<file path="src/rtl/mc_control_fsm_if.sv">
// Control bus between the multicycle control FSM and the MIPS-subset datapath.
// The master side is the control unit; the slave side is the datapath.
interface mc_control_fsm_if;
  logic [5:0] op;
  logic [5:0] funct;
  logic       zero;
  logic       overflow;
  logic [2:0] IorD;
  logic       MemOp;
  logic [2:0] ALUSrcA;
  logic [2:0] ALUSrcB;
  logic [2:0] ALUOp;
  logic [1:0] PCSource;
  logic       PCWrite;
  logic       EPCWrite;
  logic       IRWrite;
  logic       AWrite;
  logic       BWrite;
  logic       ALUWrite;
  logic       MDRWrite;
  logic       RegWrite;
  logic [1:0] RegDst;
  logic [1:0] MemToReg;
  logic [4:0] state_dbg;

  modport master (
    input  op, funct, zero, overflow,
    output IorD, MemOp, ALUSrcA, ALUSrcB, ALUOp, PCSource,
    output PCWrite, EPCWrite, IRWrite, AWrite, BWrite, ALUWrite, MDRWrite, RegWrite,
    output RegDst, MemToReg, state_dbg
  );

  modport slave (
    output op, funct, zero, overflow,
    input  IorD, MemOp, ALUSrcA, ALUSrcB, ALUOp, PCSource,
    input  PCWrite, EPCWrite, IRWrite, AWrite, BWrite, ALUWrite, MDRWrite, RegWrite,
    input  RegDst, MemToReg, state_dbg
  );
endinterface

</file>
<file path="src/rtl/mc_control_fsm.sv">
// Moore control FSM for the multicycle MIPS-subset datapath with memory wait
// states and EPC/vectored exceptions. Only the BEQ PC write looks at an input.
module mc_control_fsm #(
  parameter int MEM_WAIT = 1
) (
  input logic              clock,
  input logic              reset,
  mc_control_fsm_if.master bus
);
  typedef enum logic [4:0] {
    S_RESET = 5'd0, S_FETCH = 5'd1, S_FETCH_WAIT = 5'd2, S_IR_LOAD = 5'd3,
    S_DECODE = 5'd4, S_R_EXEC = 5'd5, S_R_WB = 5'd6, S_ADDI_EXEC = 5'd7,
    S_I_WB = 5'd8, S_MEM_ADDR = 5'd9, S_MEM_RD = 5'd10, S_MEM_RD_WAIT = 5'd11,
    S_MEM_LOAD = 5'd12, S_LW_WB = 5'd13, S_MEM_WR = 5'd14, S_BEQ = 5'd15,
    S_JUMP = 5'd16, S_JR = 5'd17, S_EXC = 5'd18, S_EXC_WAIT = 5'd19,
    S_EXC_LOAD = 5'd20, S_EXC_JUMP = 5'd21
  } state_t;

  typedef struct packed {
    logic [2:0] iord;
    logic       memop;
    logic [2:0] alusrca;
    logic [2:0] alusrcb;
    logic [2:0] aluop;
    logic [1:0] pcsource;
    logic       pcwrite;
    logic       epcwrite;
    logic       irwrite;
    logic       awrite;
    logic       bwrite;
    logic       aluwrite;
    logic       mdrwrite;
    logic       regwrite;
    logic [1:0] regdst;
    logic [1:0] memtoreg;
  } ctrl_t;

  localparam logic [3:0] WAIT_LOAD = (MEM_WAIT == 0) ? 4'd0 : 4'(MEM_WAIT - 1);
  localparam bit         NO_WAIT   = (MEM_WAIT == 0);

  state_t     state_q, nxt_state;
  logic [3:0] cnt_q, nxt_cnt;
  logic [2:0] alu_fn_q, nxt_fn;
  logic [2:0] vec_q, nxt_vec;
  ctrl_t      ctrl_q;
  logic       beq_q;

  // Control word for a state; the exception vector and R-type ALU function
  // are passed in because they are latched alongside the state transition.
  function automatic ctrl_t ctrl_for(state_t s, logic [2:0] fn, logic [2:0] v);
    ctrl_t c;
    c = '0;
    case (s)
      S_IR_LOAD: begin
        c.irwrite = 1'b1; c.pcwrite = 1'b1; c.alusrcb = 3'b001; c.aluop = 3'b001;
      end
      S_DECODE: begin
        c.awrite = 1'b1; c.bwrite = 1'b1; c.aluwrite = 1'b1;
        c.alusrcb = 3'b011; c.aluop = 3'b001;
      end
      S_R_EXEC: begin
        c.alusrca = 3'b001; c.aluop = fn; c.aluwrite = 1'b1;
      end
      S_R_WB:   begin c.regwrite = 1'b1; c.regdst = 2'b01; end
      S_ADDI_EXEC, S_MEM_ADDR: begin
        c.alusrca = 3'b001; c.alusrcb = 3'b010; c.aluop = 3'b001; c.aluwrite = 1'b1;
      end
      S_I_WB:   c.regwrite = 1'b1;
      S_MEM_RD, S_MEM_RD_WAIT: c.iord = 3'b001;
      S_MEM_LOAD: begin c.iord = 3'b001; c.mdrwrite = 1'b1; end
      S_LW_WB:  begin c.regwrite = 1'b1; c.memtoreg = 2'b01; end
      S_MEM_WR: begin c.iord = 3'b001; c.memop = 1'b1; end
      S_BEQ:    begin c.alusrca = 3'b001; c.aluop = 3'b010; c.pcsource = 2'b01; end
      S_JUMP:   begin c.pcsource = 2'b10; c.pcwrite = 1'b1; end
      S_JR:     begin c.alusrca = 3'b001; c.pcwrite = 1'b1; end
      S_EXC: begin
        c.epcwrite = 1'b1; c.alusrcb = 3'b001; c.aluop = 3'b010; c.iord = v;
      end
      S_EXC_WAIT: c.iord = v;
      S_EXC_LOAD: begin c.iord = v; c.mdrwrite = 1'b1; end
      S_EXC_JUMP: begin c.pcsource = 2'b11; c.pcwrite = 1'b1; end
      default: c = '0;
    endcase
    return c;
  endfunction

  always_comb begin
    nxt_state = S_RESET;
    nxt_cnt   = cnt_q;
    nxt_fn    = alu_fn_q;
    nxt_vec   = vec_q;
    case (state_q)
      S_RESET:      nxt_state = S_FETCH;
      S_FETCH:      begin nxt_cnt = WAIT_LOAD; nxt_state = NO_WAIT ? S_IR_LOAD : S_FETCH_WAIT; end
      S_FETCH_WAIT: begin
        nxt_state = (cnt_q == 4'd0) ? S_IR_LOAD : S_FETCH_WAIT;
        nxt_cnt   = cnt_q - 4'd1;
      end
      S_IR_LOAD:    nxt_state = S_DECODE;
      S_DECODE: begin
        case (bus.funct)
          6'h20:   nxt_fn = 3'b001;
          6'h22:   nxt_fn = 3'b010;
          6'h24:   nxt_fn = 3'b011;
          default: nxt_fn = 3'b000;
        endcase
        case (bus.op)
          6'h00: begin
            if (bus.funct == 6'h20 || bus.funct == 6'h22 || bus.funct == 6'h24)
              nxt_state = S_R_EXEC;
            else if (bus.funct == 6'h08)
              nxt_state = S_JR;
            else begin
              nxt_state = S_EXC; nxt_vec = 3'b011;
            end
          end
          6'h08:        nxt_state = S_ADDI_EXEC;
          6'h23, 6'h2B: nxt_state = S_MEM_ADDR;
          6'h04:        nxt_state = S_BEQ;
          6'h02:        nxt_state = S_JUMP;
          default: begin nxt_state = S_EXC; nxt_vec = 3'b011; end
        endcase
      end
      S_R_EXEC: begin
        // AND cannot overflow, so a stale overflow flag is ignored for it.
        if (bus.overflow && alu_fn_q != 3'b011) begin
          nxt_state = S_EXC; nxt_vec = 3'b010;
        end else nxt_state = S_R_WB;
      end
      S_ADDI_EXEC: begin
        if (bus.overflow) begin nxt_state = S_EXC; nxt_vec = 3'b010; end
        else nxt_state = S_I_WB;
      end
      S_MEM_ADDR: begin
        if (bus.op == 6'h23)      nxt_state = S_MEM_RD;
        else if (bus.op == 6'h2B) nxt_state = S_MEM_WR;
        else                      nxt_state = S_FETCH;
      end
      S_MEM_RD:      begin nxt_cnt = WAIT_LOAD; nxt_state = NO_WAIT ? S_MEM_LOAD : S_MEM_RD_WAIT; end
      S_MEM_RD_WAIT: begin
        nxt_state = (cnt_q == 4'd0) ? S_MEM_LOAD : S_MEM_RD_WAIT;
        nxt_cnt   = cnt_q - 4'd1;
      end
      S_MEM_LOAD:    nxt_state = S_LW_WB;
      S_EXC:         begin nxt_cnt = WAIT_LOAD; nxt_state = NO_WAIT ? S_EXC_LOAD : S_EXC_WAIT; end
      S_EXC_WAIT: begin
        nxt_state = (cnt_q == 4'd0) ? S_EXC_LOAD : S_EXC_WAIT;
        nxt_cnt   = cnt_q - 4'd1;
      end
      S_EXC_LOAD:    nxt_state = S_EXC_JUMP;
      S_R_WB, S_I_WB, S_LW_WB, S_MEM_WR, S_BEQ, S_JUMP, S_JR, S_EXC_JUMP:
                     nxt_state = S_FETCH;
      default:       nxt_state = S_RESET;
    endcase
  end

  // Outputs are registered from the next state so they follow the state with no decode delay.
  always_ff @(posedge clock or negedge reset) begin
    if (!reset) begin
      state_q  <= S_RESET;
      cnt_q    <= 4'd0;
      alu_fn_q <= 3'b000;
      vec_q    <= 3'b000;
      ctrl_q   <= '0;
      beq_q    <= 1'b0;
    end else begin
      state_q  <= nxt_state;
      cnt_q    <= nxt_cnt;
      alu_fn_q <= nxt_fn;
      vec_q    <= nxt_vec;
      ctrl_q   <= ctrl_for(nxt_state, nxt_fn, nxt_vec);
      beq_q    <= (nxt_state == S_BEQ);
    end
  end

  assign bus.IorD      = ctrl_q.iord;
  assign bus.MemOp     = ctrl_q.memop;
  assign bus.ALUSrcA   = ctrl_q.alusrca;
  assign bus.ALUSrcB   = ctrl_q.alusrcb;
  assign bus.ALUOp     = ctrl_q.aluop;
  assign bus.PCSource  = ctrl_q.pcsource;
  assign bus.PCWrite   = ctrl_q.pcwrite | (beq_q & bus.zero);
  assign bus.EPCWrite  = ctrl_q.epcwrite;
  assign bus.IRWrite   = ctrl_q.irwrite;
  assign bus.AWrite    = ctrl_q.awrite;
  assign bus.BWrite    = ctrl_q.bwrite;
  assign bus.ALUWrite  = ctrl_q.aluwrite;
  assign bus.MDRWrite  = ctrl_q.mdrwrite;
  assign bus.RegWrite  = ctrl_q.regwrite;
  assign bus.RegDst    = ctrl_q.regdst;
  assign bus.MemToReg  = ctrl_q.memtoreg;
  assign bus.state_dbg = state_q;
endmodule

</file>
<file path="src/flat_wrapper.sv">
// flat-port wrapper written by rule: the top's interface ports become plain ports
module mc_control_fsm_flat 
#(
  parameter int MEM_WAIT = 1
)
  (clock, reset, bus_op, bus_funct, bus_zero, bus_overflow, bus_IorD, bus_MemOp, bus_ALUSrcA, bus_ALUSrcB, bus_ALUOp, bus_PCSource, bus_PCWrite, bus_EPCWrite, bus_IRWrite, bus_AWrite, bus_BWrite, bus_ALUWrite, bus_MDRWrite, bus_RegWrite, bus_RegDst, bus_MemToReg, bus_state_dbg);
  mc_control_fsm_if bus_i ();
  input logic clock;
  input logic reset;
  input wire logic [$bits(bus_i.op)-1:0] bus_op;
  input wire logic [$bits(bus_i.funct)-1:0] bus_funct;
  input wire logic [$bits(bus_i.zero)-1:0] bus_zero;
  input wire logic [$bits(bus_i.overflow)-1:0] bus_overflow;
  output wire logic [$bits(bus_i.IorD)-1:0] bus_IorD;
  output wire logic [$bits(bus_i.MemOp)-1:0] bus_MemOp;
  output wire logic [$bits(bus_i.ALUSrcA)-1:0] bus_ALUSrcA;
  output wire logic [$bits(bus_i.ALUSrcB)-1:0] bus_ALUSrcB;
  output wire logic [$bits(bus_i.ALUOp)-1:0] bus_ALUOp;
  output wire logic [$bits(bus_i.PCSource)-1:0] bus_PCSource;
  output wire logic [$bits(bus_i.PCWrite)-1:0] bus_PCWrite;
  output wire logic [$bits(bus_i.EPCWrite)-1:0] bus_EPCWrite;
  output wire logic [$bits(bus_i.IRWrite)-1:0] bus_IRWrite;
  output wire logic [$bits(bus_i.AWrite)-1:0] bus_AWrite;
  output wire logic [$bits(bus_i.BWrite)-1:0] bus_BWrite;
  output wire logic [$bits(bus_i.ALUWrite)-1:0] bus_ALUWrite;
  output wire logic [$bits(bus_i.MDRWrite)-1:0] bus_MDRWrite;
  output wire logic [$bits(bus_i.RegWrite)-1:0] bus_RegWrite;
  output wire logic [$bits(bus_i.RegDst)-1:0] bus_RegDst;
  output wire logic [$bits(bus_i.MemToReg)-1:0] bus_MemToReg;
  output wire logic [$bits(bus_i.state_dbg)-1:0] bus_state_dbg;
  assign bus_i.op = bus_op;
  assign bus_i.funct = bus_funct;
  assign bus_i.zero = bus_zero;
  assign bus_i.overflow = bus_overflow;
  assign bus_IorD = bus_i.IorD;
  assign bus_MemOp = bus_i.MemOp;
  assign bus_ALUSrcA = bus_i.ALUSrcA;
  assign bus_ALUSrcB = bus_i.ALUSrcB;
  assign bus_ALUOp = bus_i.ALUOp;
  assign bus_PCSource = bus_i.PCSource;
  assign bus_PCWrite = bus_i.PCWrite;
  assign bus_EPCWrite = bus_i.EPCWrite;
  assign bus_IRWrite = bus_i.IRWrite;
  assign bus_AWrite = bus_i.AWrite;
  assign bus_BWrite = bus_i.BWrite;
  assign bus_ALUWrite = bus_i.ALUWrite;
  assign bus_MDRWrite = bus_i.MDRWrite;
  assign bus_RegWrite = bus_i.RegWrite;
  assign bus_RegDst = bus_i.RegDst;
  assign bus_MemToReg = bus_i.MemToReg;
  assign bus_state_dbg = bus_i.state_dbg;
  mc_control_fsm #(.MEM_WAIT(MEM_WAIT)) u_core (.clock(clock), .reset(reset), .bus(bus_i));
endmodule
</file>
<file path="config.mk">
export PLATFORM = sky130hd
export DESIGN_NAME = mc_control_fsm_flat
export DESIGN_NICKNAME = d
export VERILOG_FILES = /design/src/rtl/mc_control_fsm_if.sv /design/src/rtl/mc_control_fsm.sv /design/src/flat_wrapper.sv
export SDC_FILE = /design/constraint.sdc
export NUM_CORES = 1
export LEC_CHECK = 0
export BUFFER_PORTS_ARGS = -buffer_cell sky130_fd_sc_hd__buf_2
export CORE_AREA = 2 2 63 95
export CTS_BUF_LIST = sky130_fd_sc_hd__clkbuf_2
export DETAILED_ROUTE_END_ITERATION = 8
export DIE_AREA = 0 0 65 97
export PLACE_DENSITY = 0.62
export REMOVE_ABC_BUFFERS = 1
export SLEW_MARGIN = 10
export SYNTH_ARGS = -nofsm -noshare
export SYNTH_HDL_FRONTEND = slang
export SYNTH_SLANG_ARGS = --single-unit
</file>
<file path="constraint.sdc">
create_clock -name clock -period 2.35 [get_ports clock]
set_clock_uncertainty 0.05 [all_clocks]
set_input_delay 0.235 -clock clock [delete_from_list [all_inputs] [get_ports clock]]
set_output_delay 0.235 -clock clock [all_outputs]
set_load 0.01 [all_outputs]
</file>
* Word level (Yosys, flattened, before mapping)
Index checks and enable logic that the tools add are counted.
** Operators by class
- Shift-type cells :: 0
- Div/mod/pow operators :: 0
- Reduce and logical (&&, ||, !) cells :: 23
- Equality and inequality tests :: 50
- $mul :: 0
- Mux-type cells :: 35
- Order comparisons :: 0
- Bitwise operators :: 2
- $add $sub $neg :: 1
** Operators by type and width (count)
- $eq A5 B4 Y1 const B :: 16
- $pmux W5 S14 :: 1
- $eq A5 B5 Y1 const B :: 12
- $eq A5 B3 Y1 const B :: 8
- $eq A6 B6 Y1 const B :: 5
- $pmux W5 S5 :: 1
- $mux W3 :: 7
- $mux W5 :: 4
- $pmux W2 S3 :: 3
- $pmux W3 S3 :: 2
- $reduce_or A4 Y1 :: 4
- $eq A5 B2 Y1 const B :: 3
- $eq A6 B4 Y1 const B :: 2
- $pmux W3 S2 :: 2
- $reduce_or A3 Y1 :: 4
- $mux W1 :: 11
- $reduce_or A2 Y1 :: 5
- $reduce_or A5 Y1 :: 2
- $reduce_or A9 Y1 :: 1
- $pmux W4 S2 :: 1
- $eq A6 B2 Y1 const B :: 1
- $eq A6 B3 Y1 const B :: 1
- $logic_not A6 Y1 :: 1
- $eq A5 B1 Y1 const B :: 1
- 11 further kinds :: 13
** Storage, ports and cells
- Memories kept :: 0
- Memory bits (writable) :: 0
- Memory bits (read-only) :: 0
- Register bits :: 38
- Word-level logic and storage cells :: 132
- Bits in latches :: 0
- Output and inout port bits :: 32
- Bits of input ports :: 16

* Longest topological paths before layout
Gate-level depths: netlist of run 1.
- Depth after elaboration :: 9
- Depth in mapped cells :: 10
- Mapped depth without buffers :: 9

* Worst setup path after synthesis of run 1
Ideal clock, no wire load.
- Path kind :: register to register
- Start point :: register u_core.cnt_q[0]
- End point :: register u_core.ctrl_q, in the netlist u_core.bus.ALUOp[1]
- Period minus slack after synthesis :: 2.322 ns
- Cell stages (with the launch flop) :: 10
- Arrival time :: 2.140 ns
- Path buffers :: 0
- Setup slack :: 0.028 ns
- Setup time :: 0.131 ns
- Required time :: 2.169 ns
- Path through :: dfrtp_1 > inv_1 > ha_1 > and4bb_1 > nand3_1 > o41ai_2 > or4b_4 > nor3b_4 > nor4bb_1 > or3_1
** On the way
- Longest elaborated chain between the ends :: 6
- Elaborated cells between the ends (all ways) :: 15
- Classes of those cells :: eq/ne: 7; mux: 5; reduce/logical: 3
** Ends and longest elaborated chain
- from (decl) :: RTL line mc_control_fsm.sv:42 : logic [3:0] cnt_q, nxt_cnt;
- from (signal assigned) :: RTL line mc_control_fsm.sv:168 : cnt_q <= nxt_cnt;
- $logic_not A4 Y1 * :: RTL line mc_control_fsm.sv:141, mc_control_fsm.sv:147
- $mux W3 :: RTL line mc_control_fsm.sv:141, mc_control_fsm.sv:147
- $pmux W5 S14 * :: RTL line mc_control_fsm.sv:92 : case (state_q)
- named net u_core.nxt_state[2] :: RTL line mc_control_fsm.sv:41 : state_t state_q, nxt_state;
- $eq A5 B2 Y1 (tied with other cells) :: RTL line mc_control_fsm.sv:53 : case (s)
- $reduce_or A4 Y1 (no source line) or $reduce_or A2 Y1 (tied branches)
- $pmux W3 S3 * :: RTL line mc_control_fsm.sv:53
- to (signal assigned) :: RTL line mc_control_fsm.sv:171 : ctrl_q <= ctrl_for(nxt_state, nxt_fn, nxt_vec);
- to (decl) :: RTL line mc_control_fsm.sv:45 : ctrl_t ctrl_q;
Mark *: on every way through the listed nets, which the timed path passes. The rest lies on a longest branch.
A chain may end at the register's enable or synchronous reset.

* Final worst setup path of run 1
Same ends and word-level chain as after synthesis.

==> results of run 1 <==
per-layer routing:
metal / up-vias / track usage / wire (um)
li1: 956 / - / -
met1: 905 / 0.218 / 2190
met2: 54 / 0.328 / 2920
met3: 13 / 0.0267 / 205
met4: 0 / 0.0851 / 170
met5: - / 0 / 0
sequential cells by signal, indices dropped and copies added, names as in the netlist, 2 cells and up:
register,flops
u_core.bus.state_dbg,5
u_core.cnt_q,4
u_core.alu_fn_q,3
u_core.bus.ALUOp,3
u_core.bus.IorD,3
u_core.vec_q,3
u_core.bus.ALUSrcB,2
u_core.bus.PCSource,2
final timing paths:
| kind | from | endpoint |
|---|---|---|
| worst max-delay path | u_core.cnt_q[0] | u_core.bus.ALUOp[1] |
| worst min-delay path | bus_funct[1] | u_core.alu_fn_q[0] |
| worst max register to register | u_core.cnt_q[0] | u_core.bus.ALUOp[1] |
| worst min register to register | u_core.vec_q[1] | u_core.vec_q[1] |
| max in group asynchronous | reset | u_core.bus.state_dbg[3] |
| min in group asynchronous | reset | u_core.bus.state_dbg[2] |
placed cells by master (no fill, tap or decap), drive strengths merged, types with 3 or more instances in the layout:
cell type / instances
nand4b: 3
o21a: 3
o31ai: 3
buf: 86
and2: 4
or3: 4
nor4b: 5
nor2: 19
nor2b: 5
inv: 9
conb: 6
a21oi: 12
nand3b: 4
clkbuf: 5
dfrtp: 37
o21ai: 17
nand2b: 14
nand3: 3
nand2: 17
nor3: 5
or2: 4
stage by stage:
step | instances | total power [mW] | setup TNS (ps) | setup WS, ps
floorplan | 212 | 1.74 | -64.0 | -64.0
global placement | 365 | 2.49 | -59.8 | -59.8
detailed placement | 365 | 2.50 | -33.0 | -28.2
CTS | 375 | 3.06 | 0 | 9.79
global route | 377 | 3.40 | -264 | -85.0
finish | 377 | 3.16 | -6.24 | -6.24
area by class of cell:
type,instances,area share
multi-input cells,167,0.407
flip-flops and latches,37,0.326
repair buffers,87,0.194
well taps,70,0.0306
clock inverters,3,0.0241
inverters,8,0.0105
clock buffers,5,0.00875
power by group:
part | leakage (nW) | switching [mW] | internal (mW)
clock | 0.0536 | 0.226 | 0.290
sequential | 0.485 | 0.102 | 0.790
combinational | 0.872 | 0.919 | 0.828
logic make-up after synthesis:
logic type                 after synthesis  synth area share
AOI/OAI and AO/OA                       57             0.179
xor gates and xnor gates                 2           0.00784
adders and majority gates                1           0.00560
buffers and inverters                   37             0.103
DFF                                     37             0.415
muxes                                    1           0.00448
other                                    1           0.00168
and+or+nand+nor                        100             0.283
synthesized netlist by cell type, types with 2 or more instances:
cell	number	area share
dfrtp_1	37	0.41
nor4_1	2	0.0056
clkbuf_1	3	0.0050
nand3b_1	3	0.010
inv_1	7	0.012
nand2b_1	14	0.039
o21ai_1	6	0.013
a21o_1	2	0.0067
nand2_1	17	0.029
nor2b_1	4	0.011
nand3_1	2	0.0045
nor3_1	5	0.011
or3_1	4	0.011
buf_2	4	0.0090
a31oi_1	2	0.0056
xnor2_1	2	0.0078
a311oi_1	2	0.0078
o31ai_1	3	0.010
o21a_1	3	0.010
and3_1	2	0.0056
nor4b_1	4	0.016
o21ai_0	11	0.025
or2_2	3	0.0084
nor2_1	18	0.030
buf_4	21	0.071
and2_1	4	0.011
nand4b_1	2	0.0078
a21oi_1	11	0.025
o211ai_1	2	0.0067
repair_timing:
| action | 4_1_cts | 5_1_grt |
|---|---|---|
| buffers inserted | 1 | 2 |
| pin swaps | 1 | 5 |
| resized for setup | 4 | 14 |
| hold endpoints to repair | 37 | 0 |
| hold buffers | 1 | 0 |
| endpoints found under the setup margin | 2 | 7 |
==> results.tsv, run 1 <==
stage	metric	value	unit
global_route	overflow	0	
route	dr.first_iter.drc_count	49	
cells_and_area	finalInstanceArea	0.00286	mm^2
timing	hold_viol_final	0	
placement	place_area	0.00266	mm^2
timing	worst_case_setup_margin_in_the_final_layout	-6.24	ps
route	number_of_detailed_routing_iterations_run_before_antenna_repair	4	
setup_path	crit_type	reg -> reg	
setup_path	critical_path_cell_count	9	
floorplan	area_of_the_core	0.00541	mm^2
status	violations_in_the_final_reports	setup timing	
cells_and_area	finish.net_count	323	
setup_path	worst_reg_to_reg_setup_slack	-6	ps
cts	tritoncts	yes	
synth	yosysWarningCount	0	
route	wl_per_cell	14.6	um
synth	synth.ff_latch_count	37	
placement	place_hpwl	4250	um
setup_path	cpLargestDelayFamily	simple AND/OR/NAND/NOR gates	
min_path	hold_depth	2	
cts	clk_buf_depth	2	
placement	globalplace.congestion	0.881	
timing	timing_worst_slew_pin_value	812	ps
floorplan	die_footprint	0.00631	mm^2
global_route	grt_max_degree	38	
timing	timing.max_slew.rel_slack	0.459	
timing	holdWs	58.1	ps
route	avgViaCountPerCell	5.11	
cts	clk_lat_worst_skew	400	ps
status	status	finished with violations	
global_route	grt_first_pass_wirelength	9110	um
power_and_ir_drop	power_density	1100	mW/mm^2
power_and_ir_drop	peakVddDrop	381	uV
cts	clk_transition_reported_paths	200	ps
run	cap_viol_max_count	0	
timing	timing.final.max_slew_violations	0	
synth	syn-mean-instance-area	9.46	um^2
setup_path	timing.reg2reg.worst_path_depth	9	
cts	cts-root-buf	clkbuf_2	
synth	post_synth_instance_area	0.00223	mm^2
route	drcViolationCount	0	
setup_path	cp_data_arrival_time	2620	ps
cells_and_area	layout-drive-gt1-share	0.420	
global_route	global_route.usage.total	0.187	
floorplan	dieWidth	65	um
setup_path	combined_buffer_and_inverter_count_along_the_critical_path	1	
synth	synth_cell_types	65	
power_and_ir_drop	power.static_leakage	1.41	nW
cells_and_area	fin_util	0.529	
cts	clock_tree.htree_level_count	2	
min_path	hold_class	in -> reg	
global_route	grt_pass1_vias	1951	
setup_path	worst_setup_path_end_kind	register	
setup_path	critPathLaunchType	register	
cells_and_area	n_antenna_cell	0	
floorplan	initial_utilization	0.413	
route	final_wirelength	5490	um
route	vias	1928	
timing	setup_viol	1	
synth	synthFlopType	dfrtp_1	
cells_and_area	area.sequential	931	um^2
setup_path	crit_fanout	5	
setup_path	worstPathRequired	2610	ps
cells_and_area	area_delta_synth_final	28.0	%
setup_path	worst_path_cell_trace	inv_1 > ha_2 > and4bb_2 > nand3_2 > o41ai_2 > or4b_4 > nor3b_4 > nor4bb_1 > or3_1	
setup_path	worst_path_largest_cell_delay	590	ps
floorplan	top_level_port_count	48	
synth	synthesis.instances	236	
timing	post-route-min-period	2360	ps
synth	async_reset_ff_frac	1.00	
timing	rsz_0062_raised_after_global_routing	true	
cells_and_area	multi_input_comb_area	0.00116	mm^2
global_route	number_of_antenna_violations_at_the_first_check_in_global_routing	0	
cells_and_area	final.fill_count	519	
synth	synth.yosys.seq_area_share	0.415	
timing	fmax	424	MHz
setup_path	cpMaxStageDelayCell	or4b_4	
cts	cts_made_buffers	5	
synth	synth-edff-count	0	
timing	timing.final.crit_share	1.00	
cts	cts_num_sinks	37	
floorplan	rows	33	
route	ant_nets	0	
placement	buffer_ports.inserted	42	
floorplan	die_h	97	um
Power figures use the tool's default switching activity.
==> run 2: changes to the inputs <==
CORE_AREA = 2 2 63 79   (was 2 2 63 95)
CTS_BUF_LIST = sky130_fd_sc_hd__clkbuf_8   (was sky130_fd_sc_hd__clkbuf_2)
DIE_AREA = 0 0 65 81   (was 0 0 65 97)
PLACE_DENSITY = 0.73   (was 0.62)
==> run 2 against run 1 <==
  * The flow still finishes with violations (setup timing)
  * Clock-buffer cell count unchanged
  * Non-clock buffer count down 6
  * Wire length down 6.4%
  * Combinational power down 2%
  * Sequential power down 0.7%
  * Die area down 16%
  * Clock power up 30%
  * Flip-flop and latch count unchanged
  * Cell count down 4.2%
  * Critical path depth down 1
  * Utilization up 9.5 points
==> results.tsv, run 2 (same netlist as run 1, synthesis figures left out) <==
stage	metric	value	unit	change
placement	buffer_ports.inserted	42		unchanged
setup_path	crit_type	reg -> reg		
timing	post-route-min-period	2380	ps	+21.4 ps
floorplan	area_of_the_core	0.00459	mm^2	-15%
cts	clock_tree.htree_level_count	2		unchanged
min_path	hold_path_startpoint	bus_funct[1]		
cts	cts_made_buffers	5		unchanged
setup_path	critical_path.reg2reg.startpoint	u_core.bus.state_dbg[2]		
setup_path	cpLargestDelayFamily	simple AND/OR/NAND/NOR gates		
setup_path	worst_path_largest_cell_delay	540	ps	-50 ps
setup_path	combined_buffer_and_inverter_count_along_the_critical_path	1		unchanged
power_and_ir_drop	power_density	1140	mW/mm^2	+3.5%
setup_path	worst_path_cell_trace	nand2b_1 > a2111oi_1 > buf_4 > a311oi_2 > or4b_4 > nor3b_4 > nor4bb_1 > or3_1		
timing	rsz_0062_raised_after_global_routing	true		
run	cap_viol_max_count	0		unchanged
setup_path	r2r-end	u_core.bus.ALUOp[1]		
timing	timing_worst_slew_pin_value	782	ps	-29.7 ps
route	drcViolationCount	0		unchanged
cells_and_area	final.fill_count	390		-25%
min_path	hold_class	in -> reg		
timing	timing.final.max_slew_violations	0		unchanged
global_route	grt_max_degree	38		unchanged
setup_path	cpMaxStageDelayCell	or4b_4		
floorplan	rows	28		-15%
floorplan	dieWidth	65	um	unchanged
setup_path	worst_reg_to_reg_setup_slack	-30	ps	-20 ps
global_route	grt_pass1_vias	1816		-6.9%
status	violations_in_the_final_reports	setup timing		
placement	globalplace.congestion	0.919		+4.3%
route	dr.first_iter.drc_count	43		-12%
route	vias	1929		+0.052%
route	ant_nets	0		unchanged
cells_and_area	post_layout_nonfiller_instances	361		-4.2%
route	avgViaCountPerCell	5.34		+4.5%
floorplan	die_footprint	0.00527	mm^2	-16%
global_route	global_route.usage.total	0.208		+0.0209
cts	clk_lat_worst_skew	300	ps	-100 ps
timing	setup_viol	1		unchanged
setup_path	worstPathRequired	2480	ps	-130 ps
setup_path	worst_setup_path_end_kind	register		
timing	timing.final.crit_share	1.01		+0.00911
cells_and_area	n_antenna_cell	0		unchanged
cts	tritoncts	yes		
global_route	grt_first_pass_wirelength	8260	um	-9.3%
timing	fmax	421	MHz	-0.90%
route	wl_per_cell	14.2	um	-2.2%
status	status	finished with violations		
power_and_ir_drop	power.static_leakage	1.40	nW	-0.38%
timing	hold_viol_final	0		unchanged
setup_path	critPathLaunchType	register		
cts	clk_transition_reported_paths	80	ps	-120 ps
power_and_ir_drop	design_power_total	3.27	mW	+3.5%
global_route	overflow	0		unchanged
min_path	hold_path_end	u_core.alu_fn_q[0]		
floorplan	top_level_port_count	48		unchanged
floorplan	die_h	81	um	-16%
placement	place_area	0.00264	mm^2	-0.85%
cells_and_area	finish.net_count	317		-1.9%
placement	placedCellCount	352		-3.6%
placement	place_hpwl	3830	um	-10%
cts	cts-root-buf	clkbuf_8		
cells_and_area	most-common-layout-cells	42 x buf_2, 37 x buf_4, 34 x dfrtp_1		
cells_and_area	area_delta_synth_final	28.1	%	about the same
timing	timing.max_slew.rel_slack	0.478		+0.0198
cells_and_area	layout-drive-gt1-share	0.405		-0.0149
cells_and_area	flip_flop_count_of_the_largest_register_after_layout	5		unchanged
cells_and_area	final_common_cell	buf_2		
route	final_wirelength	5140	um	-6.4%
cts	cts_num_sinks	37		unchanged
setup_path	timing.reg2reg.worst_path_depth	8		-1
power_and_ir_drop	peakVddDrop	381	uV	about the same
cells_and_area	finalInstanceArea	0.00286	mm^2	about the same
global_route	number_of_antenna_violations_at_the_first_check_in_global_routing	0		unchanged
setup_path	cp_data_arrival_time	2510	ps	-110 ps
cts	clk_buf_depth	2		unchanged
floorplan	initial_utilization	0.487		+0.0737
timing	worst_case_setup_margin_in_the_final_layout	-27.7	ps	-21.4 ps
setup_path	crit_fanout	7		+2
route	number_of_detailed_routing_iterations_run_before_antenna_repair	4		unchanged
min_path	hold_depth	2		unchanged
==> run 2: cell count changes in the layout (fill, tap and decap cells not counted), sizes merged <==
cell,change
buf,-6
==> run 2: worst max-delay path by stage <==
stage	from	end	slack (ps)	cells after the start
floorplan	u_core.bus.state_dbg[1]	u_core.bus.ALUOp[1]	-60	8
global placement	u_core.cnt_q[0]	u_core.bus.ALUOp[1]	10	9
detailed placement	bus_funct[0]	u_core.bus.ALUOp[0]	-30	9
CTS	u_core.cnt_q[0]	u_core.bus.ALUOp[0]	-50	11
global route	u_core.cnt_q[0]	u_core.bus.ALUOp[1]	-120	9
finish	u_core.bus.state_dbg[2]	u_core.bus.ALUOp[1]	-30	8
==> run 2: final cells by class <==
class	instances	area, um^2	share of cell area
tap	60	75.1	0.0262
sequential	37	930	0.325
timing repair buffer	81	518	0.181
multi-input combinational	167	1170	0.409
clock inverter	3	68.8	0.0241
clock buffer	5	68.8	0.0241
inverter	8	30.0	0.0105
==> run 2: what timing repair did <==
| action | in CTS | in global routing |
|---|---|---|
| pin swaps | 1 | 8 |
| gates resized for setup | 2 | 15 |
| buffers inserted | 0 | 0 |
| endpoints found under the setup margin | 3 | 8 |
| hold buffers | 1 | 0 |
| hold endpoints to repair | 37 | 0 |
==> run 2: layer usage <==
| layer | routed length [um] | GRT usage | up-vias |
|---|---|---|---|
| met1 | 2160 | 0.256 | 906 |
| met2 | 2560 | 0.346 | 56 |
| met5 | 0 | 0 | - |
| li1 | - | - | 951 |
| met4 | 185 | 0.123 | 0 |
| met3 | 231 | 0.0277 | 16 |
==> run 2: through the flow <==
| step | setup TNS, ps | setup slack (ps) | util | hold WS (ps) |
|---|---|---|---|---|
| 5_1_grt | -436 | -115 | 0.623 | 208 |
| 4_1_cts | -87.8 | -46.6 | 0.608 | 183 |
| 3_5_place_dp | -34.1 | -28.5 | 0.574 | 306 |
| 2_1_floorplan | -64.0 | -64.0 | - | -111 |
| 3_3_place_gp | 0 | 14.4 | 0.574 | 293 |
| 6_report | -27.7 | -27.7 | 0.623 | 194 |
==> run 2: power by group <==
part           internal, mW  switching (mW)  total [mW]
combinational         0.812           0.899        1.71
sequential            0.790          0.0954       0.886
clock                 0.427           0.242       0.669
